[config.mk]
export PLATFORM = sky130hd
export DESIGN_NAME = bkg_stream_arbiter
export DESIGN_NICKNAME = d
export VERILOG_FILES = /design/src/rtl/bkg_stream_arbiter.sv
export SDC_FILE = /design/constraint.sdc
export NUM_CORES = 1
export LEC_CHECK = 0
export BUFFER_PORTS_ARGS = -buffer_cell sky130_fd_sc_hd__buf_2
export CELL_PAD_IN_SITES_DETAIL_PLACEMENT = 0
export CELL_PAD_IN_SITES_GLOBAL_PLACEMENT = 1
export CORE_ASPECT_RATIO = 1.25
export CORE_UTILIZATION = 34
export DETAILED_ROUTE_END_ITERATION = 10
export PLACE_DENSITY = 0.86
export SLEW_MARGIN = 20
export SYNTH_ARGS = -nofsm -noshare
export SYNTH_HDL_FRONTEND = slang
export SYNTH_SLANG_ARGS = --single-unit
[constraint.sdc]
create_clock -name clk -period 4.9 [get_ports clk]
set_clock_uncertainty 0.1 [all_clocks]
set_input_delay 0.98 -clock clk [delete_from_list [all_inputs] [get_ports clk]]
set_output_delay 0.98 -clock clk [all_outputs]
set_load 0.03 [all_outputs]
[src/rtl/bkg_stream_arbiter.sv]
// bkg_stream_arbiter
// Packet-granular round-robin arbiter that shares one background-subtraction
// datapath between two Avalon-ST sensor streams. Whole packets are forwarded
// and tagged with their source channel. Packets are forced to NUM_WORDS words:
// over-long packets are truncated with a forced EOP and their tail is flushed,
// and orphan words seen while idle are consumed and dropped.
//
// Handshake: a word moves on any Avalon-ST interface in a cycle where
// valid && ready are both 1 (readyLatency 0). Ready never depends on a word
// being held back; valid may drop between words.
//
// Ports
//   clk, rst_n            clock, asynchronous active-low reset
//   enable                1 = new grants allowed, 0 = finish packet then idle
//   in0_* / in1_*         sink 0 / sink 1 (data, valid, ready, SOP, EOP, empty)
//   out_*                 source (data, valid, ready, SOP, EOP, empty=0)
//   out_channel           index of the sink that owns the current packet
//   pkt_cnt0 / pkt_cnt1   packets forwarded per sink, wrapping
//   len_err               sticky length / orphan error flag
//   dbg_state             current FSM state (0 idle, 1 xfer, 2 flush)
module bkg_stream_arbiter #(
  parameter int unsigned NUM_WORDS = 163
) (
  input  logic        clk,
  input  logic        rst_n,
  input  logic        enable,
  input  logic [31:0] in0_data,
  input  logic        in0_valid,
  output logic        in0_ready,
  input  logic        in0_startofpacket,
  input  logic        in0_endofpacket,
  input  logic [1:0]  in0_empty,
  input  logic [31:0] in1_data,
  input  logic        in1_valid,
  output logic        in1_ready,
  input  logic        in1_startofpacket,
  input  logic        in1_endofpacket,
  input  logic [1:0]  in1_empty,
  output logic [31:0] out_data,
  output logic        out_valid,
  input  logic        out_ready,
  output logic        out_startofpacket,
  output logic        out_endofpacket,
  output logic [1:0]  out_empty,
  output logic        out_channel,
  output logic [15:0] pkt_cnt0,
  output logic [15:0] pkt_cnt1,
  output logic        len_err,
  output logic [1:0]  dbg_state
);

  typedef enum logic [1:0] {
    ST_IDLE  = 2'd0,
    ST_XFER  = 2'd1,
    ST_FLUSH = 2'd2
  } state_e;

  localparam logic [7:0] LAST_IDX = 8'(NUM_WORDS - 1);

  state_e      state_q;
  logic        sel_q;
  logic        last_grant_q;
  logic [7:0]  word_ctr_q;
  logic [15:0] pkt_cnt0_q;
  logic [15:0] pkt_cnt1_q;
  logic        len_err_q;

  // Selected-sink view.
  logic [31:0] sel_data;
  logic        sel_valid;
  logic        sel_sop;
  logic        sel_eop;
  logic        sel_ready;
  logic        sel_acc;
  logic        at_last;
  logic        xfer;

  // Idle-state arbitration.
  logic        orphan0;
  logic        orphan1;
  logic        req0;
  logic        req1;
  logic        winner;
  logic        orphan_acc;

  // The empty fields carry no information for full 32-bit words.
  logic        unused_empty;
  assign unused_empty = ^{in0_empty, in1_empty};

  assign sel_data  = sel_q ? in1_data          : in0_data;
  assign sel_valid = sel_q ? in1_valid         : in0_valid;
  assign sel_sop   = sel_q ? in1_startofpacket : in0_startofpacket;
  assign sel_eop   = sel_q ? in1_endofpacket   : in0_endofpacket;
  assign sel_ready = sel_q ? in1_ready         : in0_ready;
  assign sel_acc   = sel_valid && sel_ready;
  assign at_last   = (word_ctr_q == LAST_IDX);
  assign xfer      = (state_q == ST_XFER);

  assign orphan0    = in0_valid && !in0_startofpacket;
  assign orphan1    = in1_valid && !in1_startofpacket;
  assign req0       = in0_valid && in0_startofpacket && enable;
  assign req1       = in1_valid && in1_startofpacket && enable;
  // With a single request that requester wins; on a tie the sink that did
  // not win last time gets the grant.
  assign winner     = (req0 && req1) ? ~last_grant_q : req1;
  assign orphan_acc = (in0_valid && in0_ready) || (in1_valid && in1_ready);

  // Ready generation. In IDLE only orphans are taken (SOP words wait for the
  // grant); rst_n is folded in so readies are 0 while reset is held.
  always_comb begin
    in0_ready = 1'b0;
    in1_ready = 1'b0;
    case (state_q)
      ST_IDLE: begin
        in0_ready = rst_n && orphan0;
        in1_ready = rst_n && orphan1;
      end
      ST_XFER: begin
        if (sel_q) in1_ready = out_ready;
        else       in0_ready = out_ready;
      end
      ST_FLUSH: begin
        if (sel_q) in1_ready = 1'b1;
        else       in0_ready = 1'b1;
      end
      default: begin
        in0_ready = 1'b0;
        in1_ready = 1'b0;
      end
    endcase
  end

  // Pure pass-through of the selected sink while transferring. EOP is forced
  // on the NUM_WORDS-th word so downstream always sees a fixed-size packet.
  assign out_valid         = xfer && sel_valid;
  assign out_data          = xfer ? sel_data : 32'd0;
  assign out_startofpacket = xfer && sel_valid && sel_sop;
  assign out_endofpacket   = xfer && sel_valid && (sel_eop || at_last);
  assign out_empty         = 2'd0;
  assign out_channel       = sel_q;
  assign pkt_cnt0          = pkt_cnt0_q;
  assign pkt_cnt1          = pkt_cnt1_q;
  assign len_err           = len_err_q;
  assign dbg_state         = state_q;

  always_ff @(posedge clk or negedge rst_n) begin
    if (!rst_n) begin
      state_q      <= ST_IDLE;
      sel_q        <= 1'b0;
      last_grant_q <= 1'b1;
      word_ctr_q   <= 8'd0;
      pkt_cnt0_q   <= 16'd0;
      pkt_cnt1_q   <= 16'd0;
      len_err_q    <= 1'b0;
    end else begin
      case (state_q)
        ST_IDLE: begin
          if (orphan_acc) len_err_q <= 1'b1;
          // The SOP word itself stays on the sink and is passed through
          // in XFER on the following cycle.
          if (req0 || req1) begin
            sel_q        <= winner;
            last_grant_q <= winner;
            word_ctr_q   <= 8'd0;
            state_q      <= ST_XFER;
          end
        end
        ST_XFER: begin
          if (sel_acc) begin
            word_ctr_q <= word_ctr_q + 8'd1;
            if (sel_eop || at_last) begin
              // Error when EOP arrives early, or when the packet has not
              // ended by its last allowed word.
              if (sel_eop != at_last) len_err_q <= 1'b1;
              if (sel_q) pkt_cnt1_q <= pkt_cnt1_q + 16'd1;
              else       pkt_cnt0_q <= pkt_cnt0_q + 16'd1;
              state_q <= sel_eop ? ST_IDLE : ST_FLUSH;
            end
          end
        end
        ST_FLUSH: begin
          if (sel_acc && sel_eop) state_q <= ST_IDLE;
        end
        default: state_q <= ST_IDLE;
      endcase
    end
  end

endmodule

# == Word-level counts from Yosys, hierarchy flattened ==
# Cells that the tools add are included.
# word_totals
register_bits,45
input_bits,78
wordCells,78
# classes
addsub,3
eq_ne,10
mux,27
bitwise_logic,2
n_reduce_logical,29
# op_table
cell,count
two-way mux 32 bit,2
"adder 16 x 1 -> 16 bit, second input constant",2
logical AND 1 bit,16
two-way mux 8 bit,2
one-hot mux 8 bit (2 select lines),1
two-way mux 1 bit,13
AND reduction 4 bit,3
two-way mux 2 bit,5
"adder 8 x 1 -> 8 bit, second input constant",1
"== test 8 bit, second input constant",1
"inequality test 2 bit, second input constant",4
one-hot mux 1 bit (3 select lines),2
one-hot mux 2 bit (3 select lines),1
AND reduction 5 bit,1
"inequality test 2 x 1 -> 1 bit, second input constant",2
logical OR 1 bit,3
AND reduction 3 bit,1
"== test 2 x 1 -> 1 bit, second input constant",1
"== test 2 bit, second input constant",1
zero test 1 bit,2
zero test 2 bit,1
NOT 1 bit,2
one-hot mux 1 bit (2 select lines),1
AND reduction 2 bit,1
2 further kinds,2

# == Longest topological paths before layout ==
# depth
depth_word,9
depth_mapped,9
ltp_nobuf,8

# == Least setup slack after synthesis ==
# No wires, ideal clock.
# synth_timing
path_type,input-to-output
start,in in1_endofpacket
end,out out_endofpacket
arrival_time_ns,1.732
slack_ns,2.088
cell_stages,3
path_cell_list,mux2i_1 -> ha_1 -> nor2_1
# synth_between
elab_chain_len,3
# synth_rtl
element,line_no,rtl
start: declaration,37,"input logic in1_endofpacket,"
two-way mux 1 bit,93,assign sel_eop = sel_q ? in1_endofpacket : in0_endofpacket;
logical OR 1 bit,138,assign out_endofpacket = xfer && sel_valid && (sel_eop || at_last);
logical AND 1 bit,138,
end: declaration,43,"output logic out_endofpacket,"
# No other way between the ends.

# == Final worst setup path ==
# layout_timing
start,"reg sel_q, in the netlist out_channel"
end,out out_endofpacket
# layout_between
elab_chain_len,3
elab_cells_between_ends,5
cone_classes,2 x mux; 3 x reduce/logical
# layout_rtl
element,line_no,rtl
start: declaration,61,logic sel_q;
start signal: assignment,162,sel_q <= winner;
"two-way mux 1 bit, on equally long branches","91, 93",
logical AND 1 bit or logical OR 1 bit (tied branches),138,
logical AND 1 bit *,138,
# Mark *: on every way between the ends. The rest lies on a longest branch, timed or not.

==> run_results.csv <==
group,metric,value,unit
finish,multi_input_area,1590,sq um
timing,tns,0,ns
yosys,synth_seq_cells,45,
global_route,antenna_found_initial,0,
power,p_sw_frac,0.492,
yosys,synthCells,294,
timing,worstMarginPinSlew,1.11,ns
timing,max_freq,0.293,GHz
timing,slew_headroom,0.263,
worst_setup_path,path_max_fanout,44,
drt,drtPass1Iterations,4,
cts,cts_resized,0,
power,combPwrFrac,0.518,
place,dp_hpwl,6.32,mm
finish,fillCellCount,778,
cts,worstSkewPairLatency,0.30,ns
timing,hold_viol,0,
cts,cts_sinks,45,
global_route,grt_pass1_vias,2484,
timing,finalCritPeriodShare,0.697,
cts,cts_tree,"yes",
floorplanning,fp.dieH,103,microns
place,place_congestion,0.924,
floorplanning,die_area,8570,sq um
floorplanning,fp.dieW,83.0,microns
worst_setup_path,cp-start-kind,"register",
place,dpl_cell_area,3590,sq um
status,status,"finished clean",
place,port_buffers,146,
yosys,yosysWarnings,0,
power,seqPwrFrac,0.318,
yosys,yosysUniqueCellTypes,45,
yosys,synthArstFlopShare,1.00,
global_route,grt_pass1_wl,12.2,mm
worst_setup_path,worst-path-buf-inv,1,
global_route,grt_start_max_net_pins,45,
yosys,syn_area_per_cell,9.49,sq um
finish,stdcell_count,533,
finish,drive_gt1_frac,0.384,
finish,final_cell_area,3710,sq um
drt,drtIter0Drc,75,
finish,antenna_cells,0,
worst_setup_path,critPathCaptureType,"output port",
power,ir_drop,0.000295,V
finish,ff_latch_area,1130,sq um
drt,drc,0,
power,p_per_area,487,nW/um^2
drt,ant_nets,0,
timing,rsz0062_at_grt,"false",
timing,report.final.slew_viol_count,0,
power,p_leak,2.03,nW
floorplanning,std_cell_rows,36,
finish,nets,520,
power,p_int,0.918,mW
yosys,synth_edf_count,0,
cts,cts_root_buffer,"clkbuf_8",
drt,wire_per_inst,14.7,microns
worst_setup_path,critPathTopFamily,"flip-flops",
cts,cts-hold-fix-buffers,0,
cts,cts_buffer_depth,2,
place,dp_cells,525,
flow_run,drv_cap,0,
drt,via_count,2658,
worst_setup_path,max_stage_delay,1.11,ns
global_route,grt_util_all_layers,0.182,
finish,syn_to_final_growth,32.9,%
worst_setup_path,arrival,2.33,ns
power,power.switching,0.890,mW
floorplanning,coreArea,7880,sq um
timing,finalSetupViolations,0,
floorplanning,pin_count,153,
worst_setup_path,slowest_stage,"dfrtp_2",
power,clock_power_share,0.164,
cts,postCtsSetupBuffers,0,
worst_setup_path,path_class,"register to output port",
cts,h-tree-depth,2,
drt,vias_per_cell,4.99,
yosys,syn_area,2790,sq um
timing,fin_crit,3.41,ns
worst_setup_path,cp_data_required_time,3.82,ns
cts,clk_pin_slew,0.09,ns
drt,wl,7.86,mm
floorplanning,initial_core_util,0.354,
yosys,seq_area_frac_synth,0.404,
worst_hold_path,min_path_type,"register to register",
global_route,overflow,0,
worst_setup_path,path_cells,"mux2i_1, ha_1, nor2_1, buf_2",
yosys,yosys_most_used_dff,"dfrtp_1",
cts,cts_made_buffers,5,
## kinds of logic after synthesis
| family | after synthesis | synth area share |
|---|---|---|
| simple gates | 139 | 0.257 |
| flops | 45 | 0.404 |
| mux | 41 | 0.149 |
| xor+xnor | 32 | 0.100 |
| buf+inv | 16 | 0.0291 |
| compound gates | 15 | 0.0363 |
| fa+ha+maj | 5 | 0.0224 |
| other cells | 1 | 0.00134 |
## layout by cell type, fill, tap and decap left out, types with 9 or more instances in the layout
| cell | count |
|---|---|
| buf_2 | 146 |
| nor2_1 | 53 |
| dfrtp_1 | 43 |
| mux2i_1 | 37 |
| nand2_1 | 21 |
| xnor2_1 | 18 |
| nand3_1 | 16 |
| xor2_1 | 14 |
| nand4_1 | 13 |
| nor3_1 | 9 |
## power groups by stage
stage | combinational, mW | clock [mW] | sequential, mW
2_1_floorplan | 0.682 | 0 | 0.555
3_3_place_gp | 0.940 | 0 | 0.576
3_5_place_dp | 0.944 | 0 | 0.581
4_1_cts | 0.947 | 0.307 | 0.574
5_1_grt | 1.01 | 0.314 | 0.593
6_report | 0.936 | 0.297 | 0.574
## cell usage after synthesis (all sizes together) (4+ instances only)
cell    n  share of area
mux2    4          0.016
mux2i  37           0.13
ha      5          0.022
nand4  14          0.034
and3    4         0.0090
o21ai   4         0.0072
nand2  21          0.028
xnor2  18          0.057
nand3  16          0.029
dfrtp  44           0.39
nor3    9          0.016
inv     4         0.0054
nor2   53          0.071
xor2   14          0.044
buf     9          0.020
## flip-flops by register name (all words and copies together) (netlist names)
name          flops
out_channel       1
len_err           1
pkt_cnt1         16
dbg_state         2
pkt_cnt0         16
word_ctr_q        8
last_grant_q      1
## path summary, 6_finish.rpt
| path | start | end | slack, ns | cells after the start |
|---|---|---|---|---|
| worst min-delay path | pkt_cnt0[15] | pkt_cnt0[15] | 0.36 | 1 |
| worst min register to register | pkt_cnt0[15] | pkt_cnt0[15] | 0.36 | 1 |
| worst max-delay path | out_channel | out_endofpacket | 1.49 | 4 |
| min in group asynchronous | rst_n | out_channel | 0.39 | 1 |
| max in group asynchronous | rst_n | pkt_cnt1[4] | 3.54 | 2 |
| worst max register to register | out_channel | pkt_cnt0[14] | 1.83 | 6 |
## through the flow
| stage | utilization | total power [mW] | hold slack, ns | setup WS (ns) |
|---|---|---|---|---|
| 6_report | 0.470 | 1.81 | 0.364 | 1.49 |
| 5_1_grt | 0.470 | 1.91 | 0.373 | 1.25 |
| 4_1_cts | 0.470 | 1.83 | 0.370 | 1.44 |
| 3_5_place_dp | 0.455 | 1.53 | 0.357 | 1.79 |
| 3_3_place_gp | 0.455 | 1.52 | 0.352 | 1.81 |
| 2_1_floorplan | - | 1.24 | 0.349 | 2.09 |
## worst register-to-register path, cell delays in order (launching register included)
cell and delay, ns:
dfrtp_2 1.11, mux2i_1 0.29, ha_1 0.33, nand4bb_4 0.26, nor4_1 0.52, nand4_1 0.20, xnor2_1 0.16
## cell type report
cell class	instances	share of cell area
repair buffers	147	0.199
well taps	95	0.0321
flip-flops and latches	45	0.304
clock inverters	2	0.0101
clock buffers	6	0.0223
inverters	4	0.00405
multi-input cells	234	0.428
## per-layer routing
layer  wire length, microns  global-route usage  vias up  share of wire
li1                       -                   -     1305              -
met1                   3300               0.216     1225           0.42
met2                   3880               0.332      123           0.49
met3                    592              0.0444        5          0.075
met4                     86              0.0517        0          0.011
met5                      0                   0        -              0
(Power assumes the default switching activity.)
